===== src/rtl/io_pkg.sv =====
// Shared definitions for the IO store path: region codes, decoder address
// bounds, the default-width queue entry layout and the region priority rule.
package io_pkg;

   localparam logic [1:0] REG_NONE = 2'b00;
   localparam logic [1:0] REG_SHOW = 2'b01;
   localparam logic [1:0] REG_ORIG = 2'b10;
   localparam logic [1:0] REG_PROC = 2'b11;

   // Address bounds used by the upstream IO address decoder
   localparam int unsigned BOUND_MEM_HI  = 96;
   localparam int unsigned BOUND_SHOW    = 100;
   localparam int unsigned BOUND_ORIG_LO = 120;
   localparam int unsigned BOUND_PROC_LO = 130;
   localparam int unsigned BOUND_PROC_HI = 140;

   localparam int unsigned IO_ADDR_W = 24;
   localparam int unsigned IO_DATA_W = 32;

   typedef struct packed {
      logic [1:0]           region;
      logic [IO_ADDR_W-1:0] addr;
      logic [IO_DATA_W-1:0] data;
   } io_entry_t;

   // Overlapping decoder enables resolve as process > original > show
   function automatic logic [1:0] encode_region(input logic show_enb,
                                                input logic original_enb,
                                                input logic process_enb);
      if (process_enb)
         return REG_PROC;
      else if (original_enb)
         return REG_ORIG;
      else if (show_enb)
         return REG_SHOW;
      else
         return REG_NONE;
   endfunction

endpackage


===== src/rtl/io_region_enc.sv =====
// Priority encoder from the IO decoder enables to a region code, plus the
// qualified IO-store strobe.
module io_region_enc
   import io_pkg::*;
(
   input  logic       we,
   input  logic       show_enb,
   input  logic       original_enb,
   input  logic       process_enb,
   output logic       io_store,
   output logic [1:0] region
);

   // Resolve the region and flag stores that target an IO region
   always_comb begin
      region   = encode_region(show_enb, original_enb, process_enb);
      io_store = we & (region != REG_NONE);
   end

endmodule


===== src/rtl/io_store_queue.sv =====
// FIFO of CPU stores that hit an IO region, drained to the display/image
// writer over valid/ready. Stalls the CPU when a store cannot be accepted.
module io_store_queue
   import io_pkg::*;
#(
   parameter int unsigned DEPTH  = 8,
   parameter int unsigned ADDR_W = 24,
   parameter int unsigned DATA_W = 32
) (
   input  logic                       clk,
   input  logic                       rst,
   input  logic                       we,
   input  logic [ADDR_W-1:0]          address,
   input  logic [DATA_W-1:0]          wdata,
   input  logic                       show_enb,
   input  logic                       original_enb,
   input  logic                       process_enb,
   input  logic                       flush,
   output logic                       stall,
   output logic                       out_valid,
   input  logic                       out_ready,
   output logic [1:0]                 out_region,
   output logic [ADDR_W-1:0]          out_addr,
   output logic [DATA_W-1:0]          out_data,
   output logic [$clog2(DEPTH):0]     count
);

   localparam int unsigned PW = $clog2(DEPTH);
   localparam int unsigned CW = PW + 1;
   localparam logic [CW-1:0] FULL = CW'(DEPTH);

   typedef struct packed {
      logic [1:0]        region;
      logic [ADDR_W-1:0] addr;
      logic [DATA_W-1:0] data;
   } q_entry_t;

   q_entry_t        mem [DEPTH];
   q_entry_t        head;
   logic [PW-1:0]   wr_ptr;
   logic [PW-1:0]   rd_ptr;
   logic            io_store;
   logic [1:0]      region;
   logic            full;
   logic            push;
   logic            pop;

   io_region_enc u_enc (
      .we           (we),
      .show_enb     (show_enb),
      .original_enb (original_enb),
      .process_enb  (process_enb),
      .io_store     (io_store),
      .region       (region)
   );

   // Handshake decode; a pop while full frees the slot the push lands in
   always_comb begin
      full  = (count == FULL);
      pop   = out_valid & out_ready;
      push  = io_store & ~flush & (~full | pop);
      stall = io_store & full & ~pop & ~flush;
   end

   // Entry storage; zeroed on reset, left untouched by flush
   always_ff @(posedge clk) begin
      if (rst) begin
         for (int unsigned i = 0; i < DEPTH; i++)
            mem[i] <= '0;
      end else if (push) begin
         mem[wr_ptr] <= '{region: region, addr: address, data: wdata};
      end
   end

   // Pointer and occupancy tracking; reset and flush both empty the queue
   always_ff @(posedge clk) begin
      if (rst || flush) begin
         wr_ptr <= '0;
         rd_ptr <= '0;
         count  <= '0;
      end else begin
         if (push)
            wr_ptr <= wr_ptr + PW'(1);
         if (pop)
            rd_ptr <= rd_ptr + PW'(1);
         case ({push, pop})
            2'b10:   count <= count + CW'(1);
            2'b01:   count <= count - CW'(1);
            default: count <= count;
         endcase
      end
   end

   // Head entry presented straight from storage
   always_comb begin
      head       = mem[rd_ptr];
      out_valid  = (count != '0);
      out_region = head.region;
      out_addr   = head.addr;
      out_data   = head.data;
   end

endmodule


===== config.mk =====
export PLATFORM = sky130hd
export DESIGN_NAME = io_store_queue
export DESIGN_NICKNAME = d
export VERILOG_FILES = /design/src/rtl/io_pkg.sv /design/src/rtl/io_region_enc.sv /design/src/rtl/io_store_queue.sv
export SDC_FILE = /design/constraint.sdc
export NUM_CORES = 1
export LEC_CHECK = 0
export BUFFER_PORTS_ARGS = -buffer_cell sky130_fd_sc_hd__buf_2
export CORE_ASPECT_RATIO = 2
export CORE_UTILIZATION = 55
export DETAILED_ROUTE_END_ITERATION = 12
export HOLD_SLACK_MARGIN = 0.15
export PLACE_DENSITY = 0.78
export SYNTH_ARGS = -nofsm -noshare
export SYNTH_HDL_FRONTEND = slang
export SYNTH_HIERARCHICAL = 1
export SYNTH_SLANG_ARGS = --single-unit
export TNS_END_PERCENT = 10

===== constraint.sdc =====
create_clock -name clk -period 6.4 [get_ports clk]
set_input_delay 0.64 -clock clk [delete_from_list [all_inputs] [get_ports clk]]
set_output_delay 0.64 -clock clk [all_outputs]
set_load 0.005 [all_outputs]

* After elaboration in Yosys (flattened, before gate mapping)
Memory sizes are Yosys's and may differ from the RTL's. A register that Yosys moved wholly into a read port is not among the register bits.
Index checks and enable logic that the tools add are counted.
** Word-level totals
- Memories :: 1
- Register bits :: 10
- Input bits :: 64
- Word-level logic and storage cells :: 41
- Output and inout bits :: 64
- Memory bits (writable) :: 464
** Operators by class
- Bitwise logic cells :: 11
- Multiplexer cells :: 14
- Reductions and logical operators :: 5
- $add $sub $neg :: 4
- Equality and inequality tests :: 3
** Memory list
- mem :: words 8, width 58, read ports 1, clocked after Yosys merged registers in 1, wr ports 8, line io_store_queue.sv:38 : q_entry_t mem [DEPTH];
** Operators with widths (number)
- $mux W58 :: 1
- $reduce_or A58 Y1 :: 1
- $mux W3 :: 3
- $pmux W4 S2 :: 1
- $and A1 B1 Y1 :: 7
- $mux W1 :: 7
- $add A3 B1 Y3 const B :: 2
- $add A4 B1 Y4 const B :: 1
- $eq A4 B4 Y1 const B :: 1
- $mux W2 :: 2
- $reduce_bool A2 Y1 :: 2
- $reduce_bool A4 Y1 :: 1
- $sub A4 B1 Y4 const B :: 1
- $not A1 Y1 :: 3
- $eq A2 B1 Y1 const B :: 1
- $eq A2 B2 Y1 const B :: 1
- $logic_or A1 B1 Y1 :: 1
- $or A1 B1 Y1 :: 1

* Depth between registers and ports, before layout
Gate-level depths: netlist of the first run.
- Depth in word-level cells :: 12
- Gate-level depth with buffers :: 10

* By module
Netlist of the first run, hierarchy kept.
** Modules (own cells, without submodules)
- io_store_queue :: area an instance 21376.8 µm², sequential area each 14193.6 µm², instances 1, cells each 1281
- io_region_enc :: area an instance 27.5 µm², sequential area each 0.0 µm², instances 1, cells each 4

* Least setup slack after synthesis of the first run
OpenSTA, ideal clock, no wires.
- Path kind :: input to register
- Start point :: input port original_enb
- End point :: memory mem[1][0] in the netlist's numbering, enable pin
- Data required time :: 5.981 ns
- Buffers on the path :: 1
- Path slack :: 2.873 ns
- Arrival :: 3.108 ns
- Stages on the path :: 7
- Cells stage by stage :: or2_4 o21a_1 and2b_1 o211ai_4 nor4_2 clkbuf_1 or2_1
** RTL lines
- start, declared :: line io_store_queue.sv:16 : input logic original_enb,
- end, declared :: line io_store_queue.sv:38

==> results of run 1 <==
layout by cell type, fill, tap and decap left out, types with 4 or more instances in the layout:
master	synthesis	layout
and2_1	454	454
and2_4	10	10
buf_2	20	127
buf_4	0	10
bufinv_16	0	4
clkbuf_1	55	4
clkbuf_16	0	41
clkinv_1	0	6
clkinv_2	0	8
dfxtp_1	13	10
edfxtp_1	464	464
mux2_2	58	58
mux2i_1	4	4
mux4_2	116	116
nand2_1	7	7
nor2_1	13	10
nor2_4	3	6
o21ai_0	4	4
or2_4	1	9
xor2_1	4	4
worst register-to-register path: cells and delay by family (launching register included):
kind	cells	cell delay, ns
AO/OA/AOI/OAI	1	0.20
buffers and inverters	1	0.55
flip-flops	1	0.51
AND/OR/NAND/NOR	3	1.45
through the flow:
step | setup WS, ns | instances
floorplan | 2.87 | 1285
global placement | 2.49 | 1852
detailed placement | 2.38 | 1852
CTS | 2.49 | 1920
global route | 2.44 | 1921
finish | 2.58 | 1922
how the worst max path moves through the flow:
stage / slack [ns] / endpoint / cells after the start
floorplan: 2.87 / mem[1][0]$_SDFFCE_PN0P_ / 7
global placement: 2.49 / mem[0][38]$_SDFFCE_PN0P_ / 8
detailed placement: 2.38 / mem[0][38]$_SDFFCE_PN0P_ / 8
CTS: 2.49 / out_data[28] / 4
global route: 2.44 / out_data[29] / 4
finish: 2.58 / out_addr[4] / 4
per-layer routing:
layer / part of all wire (%) / GRT usage [%]
met3: 4.1 / 2.78
met5: 0.054 / 0
met1: 36 / 26.0
met2: 56 / 44.4
met4: 3.9 / 10.6
power breakdown:
| part | switching (W) | internal (W) | leakage [nW] |
|---|---|---|---|
| registers | 0.0000324 | 0.00353 | 4.90 |
| clock network | 0.00108 | 0.00133 | 0.616 |
| logic | 0.000178 | 0.000118 | 3.07 |
state kept, by name, summed over array words and instances (netlist names), named ones only:
name and cells:
count 4, mem 464, rd_ptr 3, wr_ptr 3
kinds of logic (layout without fill, tap and decap cells):
kind of cell,after synthesis,in the layout,share of synthesized area (%)
other,0,2,0
and+or+nand+nor,516,516,15.2
xor gates and xnor gates,6,6,0.246
DFF,477,477,66.3
muxes,178,178,15.4
AOI/OAI and AO/OA,17,17,0.655
buffers and inverters,88,208,2.01
adders and majority gates,3,3,0.175
area by class of cell:
| cell class | count | area (sq um) |
|---|---|---|
| fillers | 2835 | 14500 |
| repair buffers | 138 | 731 |
| clock buffers | 45 | 1040 |
| multi-input cells | 720 | 6830 |
| well taps | 515 | 644 |
| inverters | 2 | 7.51 |
| diodes | 2 | 5.00 |
| clock inverters | 23 | 223 |
| flip-flops and latches | 477 | 14200 |
==> impl_metrics.env, run 1 <==
export IMPL_num_vias=11100
export IMPL_cp_slowest_cell="dfxtp_4"
export IMPL_synth_most_common_cell="edfxtp_1"
export IMPL_synthDistinctLibCells=46
export IMPL_clk_latency_ns=0.53
export IMPL_timing_rr_end="mem[4][39]$_SDFFCE_PN0P_"
export IMPL_clock_path_buffers=3
export IMPL_ys_warn_count=6
export IMPL_crit_chain="buf_4 -> mux4_2 -> mux2_2 -> buf_2"
export IMPL_synth_edf_count=464
export IMPL_path_buf_inv=2
export IMPL_initial_core_util_pct=56.1
export IMPL_hold_viol=0
export IMPL_layout_cell_area_non_filler_sq_mm=0.0237
export IMPL_power_density_mw_per_mm2=265
export IMPL_pin_count=128
export IMPL_wirelength_um=44700
export IMPL_grt_overflow=0
export IMPL_yosysSeqAreaShare_pct=66.3
export IMPL_die_y_um=281
export IMPL_rsz0062_at_grt="no"
export IMPL_postRouteAntennaNets=0
export IMPL_postCtsSetupBuffers=0
export IMPL_postCtsHoldBufs=0
export IMPL_io_buffers=127
export IMPL_ys_flop_type="edfxtp_1"
export IMPL_dpl_hpwl_um=24700
export IMPL_grt_first_pass_wirelength_um=68700
export IMPL_min_from="flush"
export IMPL_gr_usage_all_layers_pct=23.5
export IMPL_cts_tree="built"
export IMPL_critPathLaunchType="flip-flop"
export IMPL_layout_worst_path_cycle_share_pct=59.7
export IMPL_status="finished, final reports clean"
export IMPL_post_route_util_pct=62.1
export IMPL_dr_first_iter_drc_count=800
export IMPL_whs_ns=0.454
export IMPL_crit_arrival_ns=3.18
export IMPL_ys_top_cells_by_area="edfxtp_1 (65%), and2_1 (13%), mux4_2 (12%)"
export IMPL_synth_area_sq_mm=0.0214
export IMPL_synth_async_reset_ratio_pct=0
export IMPL_grt_antenna_before_repair=5
export IMPL_cpPeakStageDelay_ns=0.89
export IMPL_core_area_sq_mm=0.0382
export IMPL_timing_rr_start="count[0]$_SDFFE_PP0P_"
export IMPL_whs_path_depth=3
export IMPL_fin_tns_setup_ns=0
export IMPL_synth_area_per_cell_sq_um=16.7
export IMPL_skew_ns=0.0128
export IMPL_reg2reg_slack_ns=3.29
export IMPL_cts_buffers=39
export IMPL_place_area_sq_mm=0.0224
export IMPL_whs_endpoint="count[0]$_SDFFE_PP0P_"
export IMPL_fin_nets=1445
export IMPL_drive_gt1_share_pct=28.8
export IMPL_htree_levels=2
export IMPL_finalMaxSlewViolations=0
export IMPL_post_cts_resized=0
export IMPL_dieArea_sq_mm=0.0398
export IMPL_crit_fanout=61
export IMPL_drc_errors=0
export IMPL_synth_top_area_share_pct=65.1
export IMPL_rr_worst_depth=5
export IMPL_avgViaCountPerCell=5.77
export IMPL_max_cap_violations=0
export IMPL_first_global_vias=12200
export IMPL_first_pass_iters=5
export IMPL_rows=101
export IMPL_end_kind="primary output"
export IMPL_gp_congestion=0.784
export IMPL_required_ns=5.76
export IMPL_worstMarginPinSlew_ns=1.12
export IMPL_ys_seq_elements=477
export IMPL_p_total_w=0.00627
export IMPL_hold_path_class="primary input to flip-flop"
export IMPL_netlist_top_cells_count="edfxtp_1 (464), and2_1 (454), mux4_2 (116), mux2_2 (58), clkbuf_1 (55)"
export IMPL_post_synth_top_area_cell="edfxtp_1"
export IMPL_grt_max_degree=62
export IMPL_areaGrowthSynthToFinish_pct=10.7
export IMPL_cts_root_buf="clkbuf_16"
export IMPL_syn_instance_count=1285
export IMPL_path_clk_slew_ns=0.06
export IMPL_crit_family="buffers and inverters"
export IMPL_leakage_nw=8.59
export IMPL_worstSetupPathType="flip-flop to primary output"
export IMPL_relSlewSlack_pct=25.6
export IMPL_fmax_mhz=262
export IMPL_syn_nets=1352
export IMPL_period_needed_ns=3.82
export IMPL_peakVddDrop_mv=0.166
export IMPL_die_x_um=141
export IMPL_cts_num_sinks=477
export IMPL_setup_violations=0
export IMPL_wire_per_inst_um=23.3
No activity file was read; power rests on OpenSTA's default activity.
==> inputs of run 2 (changes only) <==
ABC_AREA = 1   (was default)
PLACE_DENSITY = 0.81   (was 0.78)
clock period = 3.23 ns   (was 6.4 ns; I/O delays follow)
==> run 2 against run 1 <==
Clock power increased by 110%. Critical path depth is 3 higher. Combinational power grew to 3.6 times the previous value. Worst setup slack got worse by 2.3 ns. Synthesized cell count rose by 56%. Sequential share of layout area increased by 0.81 points. Cell count increased by 33%. Count of clock-buffer cells in the layout increased by 2. Largest cell class unchanged.
==> impl_metrics.env, run 2 <==
export IMPL_cts_tree="built"
export IMPL_postRouteAntennaNets=0
export IMPL_netlist_top_cells_count="nor2_1 (827), edfxtp_1 (464), nand2_1 (213), o21ai_0 (121), o32ai_1 (116)"
export IMPL_crit_chain="inv_6 -> buf_12 -> nor2_1 -> o32ai_1 -> nand2_1 -> nand2_1 -> buf_2"
export IMPL_synth_edf_count=464
export IMPL_areaGrowthSynthToFinish_pct=11.8
export IMPL_htree_levels=2
export IMPL_yosysSeqAreaShare_pct=67.9
export IMPL_largest_reg_flops=464
export IMPL_place_area_sq_mm=0.0220
export IMPL_fmax_mhz=342
export IMPL_die_x_um=140
export IMPL_required_ns=2.91
export IMPL_power_density_mw_per_mm2=566
export IMPL_postCtsHoldBufs=0
export IMPL_crit_arrival_ns=2.60
export IMPL_grt_max_degree=156
export IMPL_post_synth_top_area_cell="edfxtp_1"
export IMPL_rows=100
export IMPL_avgViaCountPerCell=6.13
export IMPL_final_cell_mix="nor2_1 (827), edfxtp_1 (464), nand2_1 (197)"
export IMPL_n_antenna_cell=0
export IMPL_rsz0062_at_grt="no"
export IMPL_peakVddDrop_mv=0.437
export IMPL_grt_antenna_before_repair=0
export IMPL_layout_commonest_cell="nor2_1"
export IMPL_dpl_hpwl_um=31200
export IMPL_layout_worst_path_cycle_share_pct=90.5
export IMPL_crit_fanout=85
export IMPL_synth_area_per_cell_sq_um=10.4
export IMPL_drc_errors=0
export IMPL_cts_buffers=40
export IMPL_die_y_um=278
export IMPL_grt_first_pass_wirelength_um=86900
export IMPL_period_needed_ns=2.92
export IMPL_hold_viol=0
export IMPL_wirelength_um=56300
export IMPL_cp_slowest_cell="o32ai_1"
export IMPL_fin_tns_setup_ns=0
export IMPL_ys_flop_type="edfxtp_1"
export IMPL_fin_nets=2142
export IMPL_worstMarginPinSlew_ns=0.949
export IMPL_path_clk_slew_ns=0.07
export IMPL_ys_warn_count=6
export IMPL_pin_count=128
export IMPL_layout_cell_area_non_filler_sq_mm=0.0234
export IMPL_gr_usage_all_layers_pct=29.4
export IMPL_first_global_vias=16300
export IMPL_relSlewSlack_pct=36.7
export IMPL_dr_first_iter_drc_count=1712
export IMPL_first_pass_iters=6
export IMPL_synth_area_sq_mm=0.0209
export IMPL_cpPeakStageDelay_ns=0.48
export IMPL_wire_per_inst_um=22.0
export IMPL_gp_congestion=0.788
export IMPL_hold_path_class="primary input to flip-flop"
export IMPL_post_route_util_pct=62.7
export IMPL_leakage_nw=9.56
export IMPL_postCtsSetupBuffers=0
export IMPL_synthDistinctLibCells=23
export IMPL_ys_seq_elements=477
export IMPL_status="finished, final reports clean"
export IMPL_skew_ns=0.0122
export IMPL_initial_core_util_pct=56.1
export IMPL_syn_nets=2073
export IMPL_num_vias=15700
export IMPL_ys_top_cells_by_area="edfxtp_1 (67%), nor2_1 (15%), o32ai_1 (4.9%)"
export IMPL_setup_violations=0
export IMPL_max_cap_violations=0
export IMPL_clock_path_buffers=3
export IMPL_top_register="mem"
export IMPL_worstSetupPathType="flip-flop to primary output"
export IMPL_end_kind="primary output"
export IMPL_io_buffers=127
export IMPL_drive_gt1_share_pct=11.9
export IMPL_clk_latency_ns=0.55
export IMPL_post_cts_resized=0
export IMPL_finalMaxSlewViolations=0
export IMPL_grt_overflow=0
export IMPL_cp_common_cell="nand2_1"
export IMPL_cts_num_sinks=477
export IMPL_critPathLaunchType="flip-flop"
export IMPL_dieArea_sq_mm=0.0388
export IMPL_synth_most_common_cell="nor2_1"
export IMPL_syn_instance_count=2006
export IMPL_synth_top_area_share_pct=66.6
export IMPL_core_area_sq_mm=0.0373
export IMPL_synth_async_reset_ratio_pct=0
export IMPL_cts_root_buf="clkbuf_16"
export IMPL_reg_top3="mem: 464 flops, count: 4 flops"
[run 2: cell types whose count changed after synthesis, moves of 116 or more]
cell     before  now
o21ai_0       4  121
and2_1      454    0
mux4_2      116    0
nor2_1       13  827
nand2_1       7  213
o32ai_1       0  116
[run 2: path summary, 6_finish.rpt]
kind                               start                        to  slack, ns  cells after the start
setup / recovery               flip-flop              out_data[31]       0.31                      7
setup reg to reg   count[0]$_SDFFE_PP0P_  mem[6][13]$_SDFFCE_PN0P_       0.96                      7
hold reg to reg   rd_ptr[2]$_SDFFE_PP0P_                 flip-flop       0.46                      2
hold / removal                 wdata[12]  mem[6][12]$_SDFFCE_PN0P_       0.18                      3
[run 2: final cells by class]
class / count / area [sq um]
Sequential cell: 477 / 14200
Fill cell: 2868 / 13900
Multi-Input combinational cell: 1307 / 5820
Timing Repair Buffer: 165 / 1100
Clock buffer: 47 / 1050
Tap cell: 459 / 574
Inverter: 84 / 320
Clock inverter: 25 / 305
[run 2: power breakdown]
| group | total, W | internal [W] | leakage [nW] | switching (W) |
|---|---|---|---|---|
| Clock | 0.00508 | 0.00290 | 0.655 | 0.00219 |
| Combinational | 0.00107 | 0.000332 | 4.01 | 0.000733 |
| Sequential | 0.00709 | 0.00700 | 4.90 | 0.0000863 |
| Total | 0.0132 | 0.0102 | 9.56 | 0.00301 |
[run 2: worst max-delay path, delay by kind of cell, from the launching register on]
kind	cells	cell delay (ns)
flops	1	0.40
simple gates	3	0.30
buf+inv	3	0.84
compound gates	1	0.48
[run 2: kinds of logic after synthesis]
| kind of cell | count (synthesis) | share of synthesized area (%) |
|---|---|---|
| flops | 477 | 67.9 |
| fa+ha+maj | 3 | 0.180 |
| compound gates | 248 | 8.06 |
| buf+inv | 222 | 4.66 |
| simple gates | 1056 | 19.2 |
[run 2: through the flow]
stage | hold WS, ns | setup slack [ns] | instances | total power [W]
final | 0.184 | 0.306 | 2564 | 0.0132
after global routing | 0.201 | 0.177 | 2564 | 0.0136
after CTS | 0.168 | 0.308 | 2564 | 0.0132
after floorplan | 0.433 | 0.157 | 2006 | 0.00782
after detailed placement | 0.452 | 0.719 | 2492 | 0.00828
after global placement | 0.437 | 0.786 | 2492 | 0.00822
[run 2: metal layers]
layer,vias to the layer above,share of wire [%],global-route usage (%)
li1,6952,-,-
met1,7625,33,33.1
met2,911,53,52.1
met3,227,7.9,3.47
met4,0,6.1,19.2
met5,-,0,0
==> inputs of run 3 (changes only) <==
PLACE_DENSITY = 0.86   (was 0.81)
==> run 3 against run 2 <==
Clock skew is 0.0051 ns higher. Largest cell class unchanged. Combinational power about the same. Highest routed layer unchanged. Global-route usage decreased by 1.5 points. Via count down 0.84%. Core utilization is 0.38 points lower.
==> impl_metrics.env, run 3 (same netlist as run 2, synthesis figures left out) <==
export IMPL_worstSetupEndpoint="out_addr[1]"
export IMPL_rows=100
export IMPL_grt_first_pass_wirelength_um=82300
export IMPL_critPathLaunchType="flip-flop"
export IMPL_postRouteAntennaNets=0
export IMPL_clk_latency_ns=0.55
export IMPL_end_kind="primary output"
export IMPL_timing_rr_end="mem[1][43]$_SDFFCE_PN0P_"
export IMPL_required_ns=2.91
export IMPL_grt_overflow=0
export IMPL_multi_input_area_sq_mm=0.00582
export IMPL_first_pass_iters=8
export IMPL_worstMarginPinSlew_ns=1.13
export IMPL_finalMaxSlewViolations=0
export IMPL_crit_fanout=232
export IMPL_setup_violations=0
export IMPL_leakage_nw=9.50
export IMPL_cts_root_buf="clkbuf_16"
export IMPL_dpl_hpwl_um=31300
export IMPL_rr_worst_depth=7
export IMPL_drive_gt1_share_pct=11.9
export IMPL_hold_path_class="primary input to flip-flop"
export IMPL_dieArea_sq_mm=0.0388
export IMPL_rsz0062_at_grt="no"
export IMPL_grt_max_degree=233
export IMPL_reg_top3="mem: 464 flops, count: 4 flops"
export IMPL_grt_antenna_before_repair=0
export IMPL_wirelength_um=53800
export IMPL_largest_reg_flops=464
export IMPL_postCtsHoldBufs=0
export IMPL_peakVddDrop_mv=0.514
export IMPL_io_buffers=127
export IMPL_reg2reg_slack_ns=0.97
export IMPL_layout_cell_area_non_filler_sq_mm=0.0232
export IMPL_fmax_mhz=330
export IMPL_relSlewSlack_pct=24.5
export IMPL_postCtsSetupBuffers=0
export IMPL_wire_per_inst_um=21.0
export IMPL_fin_tns_setup_ns=0
export IMPL_n_antenna_cell=0
export IMPL_drc_errors=0
export IMPL_max_cap_violations=0
export IMPL_status="finished, final reports clean"
export IMPL_skew_ns=0.0173
export IMPL_fill_cells=2717
export IMPL_top_register="mem"
export IMPL_fin_nets=2140
export IMPL_final_cell_mix="nor2_1 (827), edfxtp_1 (464), nand2_1 (197)"
export IMPL_place_area_sq_mm=0.0220
export IMPL_initial_core_util_pct=56.1
export IMPL_avgViaCountPerCell=6.09
export IMPL_gp_congestion=0.869
export IMPL_post_cts_resized=0
export IMPL_layout_commonest_cell="nor2_1"
export IMPL_period_needed_ns=3.03
export IMPL_core_area_sq_mm=0.0373
export IMPL_timing_rr_start="count[0]$_SDFFE_PP0P_"
export IMPL_areaGrowthSynthToFinish_pct=11.1
export IMPL_htree_levels=2
export IMPL_clock_path_buffers=3
export IMPL_first_global_vias=15800
export IMPL_die_x_um=140
export IMPL_cts_buffers=39
export IMPL_crit_arrival_ns=2.71
export IMPL_die_y_um=278
export IMPL_cts_tree="built"
export IMPL_path_clk_slew_ns=0.07
export IMPL_cts_num_sinks=477
export IMPL_worstSetupPathType="flip-flop to primary output"
export IMPL_layout_area_seq_sq_mm=0.0142
export IMPL_pin_count=128
export IMPL_num_vias=15600
export IMPL_gr_usage_all_layers_pct=27.8
export IMPL_layout_worst_path_cycle_share_pct=94.0
export IMPL_power_density_mw_per_mm2=554
export IMPL_hold_viol=0
export IMPL_dr_first_iter_drc_count=1627
[run 3: cell types whose count changed in the layout (fill, tap and decap cells not counted), sizes merged]
cell	previous run	this run
buf	165	164
bufinv	7	3
clkbuf	47	48
clkinv	13	15
inv	87	85
[run 3: final cells by class]
type	instances	area share (%)
clock buffer	48	4.57
clock inverter	21	0.781
inverter	84	1.38
multi-input combinational	1307	25.1
sequential	477	61.1
tap	459	2.47
timing repair buffer	164	4.58
[run 3: worst min-delay path by stage]
stage                                start                        to  slack, ns  cells past startpoint
floorplan           rd_ptr[2]$_SDFFE_PP0P_                 flip-flop       0.43                      2
global placement    rd_ptr[2]$_SDFFE_PP0P_                 flip-flop       0.44                      2
detailed placement  rd_ptr[2]$_SDFFE_PP0P_                 flip-flop       0.46                      2
CTS                            address[15]  mem[0][47]$_SDFFCE_PN0P_       0.19                      3
global route                    address[9]  mem[1][41]$_SDFFCE_PN0P_       0.22                      3
finish                           wdata[13]  mem[2][13]$_SDFFCE_PN0P_       0.20                      3
[run 3: report_power, final]
group	internal (W)	total [W]	switching [W]
registers	0.00700	0.00709	0.0000832
clock network	0.00259	0.00471	0.00213
logic	0.000330	0.00106	0.000728
[run 3: stage by stage]
stage	hold WS [ns]	setup WS, ns	cells	util (%)	power, W
2_1_floorplan	0.433	0.157	2006	-	0.00782
3_3_place_gp	0.438	0.745	2491	59.0	0.00822
3_5_place_dp	0.464	0.727	2491	59.0	0.00827
4_1_cts	0.189	0.255	2560	62.3	0.0129
5_1_grt	0.219	0.136	2560	62.3	0.0132
6_report	0.200	0.195	2560	62.3	0.0129
[run 3: critical path, cell delays in order, from the launching register on]
cell     delay [ns]
dfxtp_4        0.38
buf_12         0.58
nor2_1         0.13
o32ai_1        0.35
nand2_1        0.12
nand2_1        0.21
buf_2          0.15
[run 3: per-layer routing]
| metal | vias up | wire length, um | track usage [%] |
|---|---|---|---|
| li1 | 6947 | - | - |
| met1 | 7439 | 17300 | 30.1 |
| met2 | 984 | 28800 | 50.5 |
| met3 | 213 | 4590 | 3.33 |
| met4 | 0 | 3100 | 18.9 |
| met5 | - | 0 | 0 |
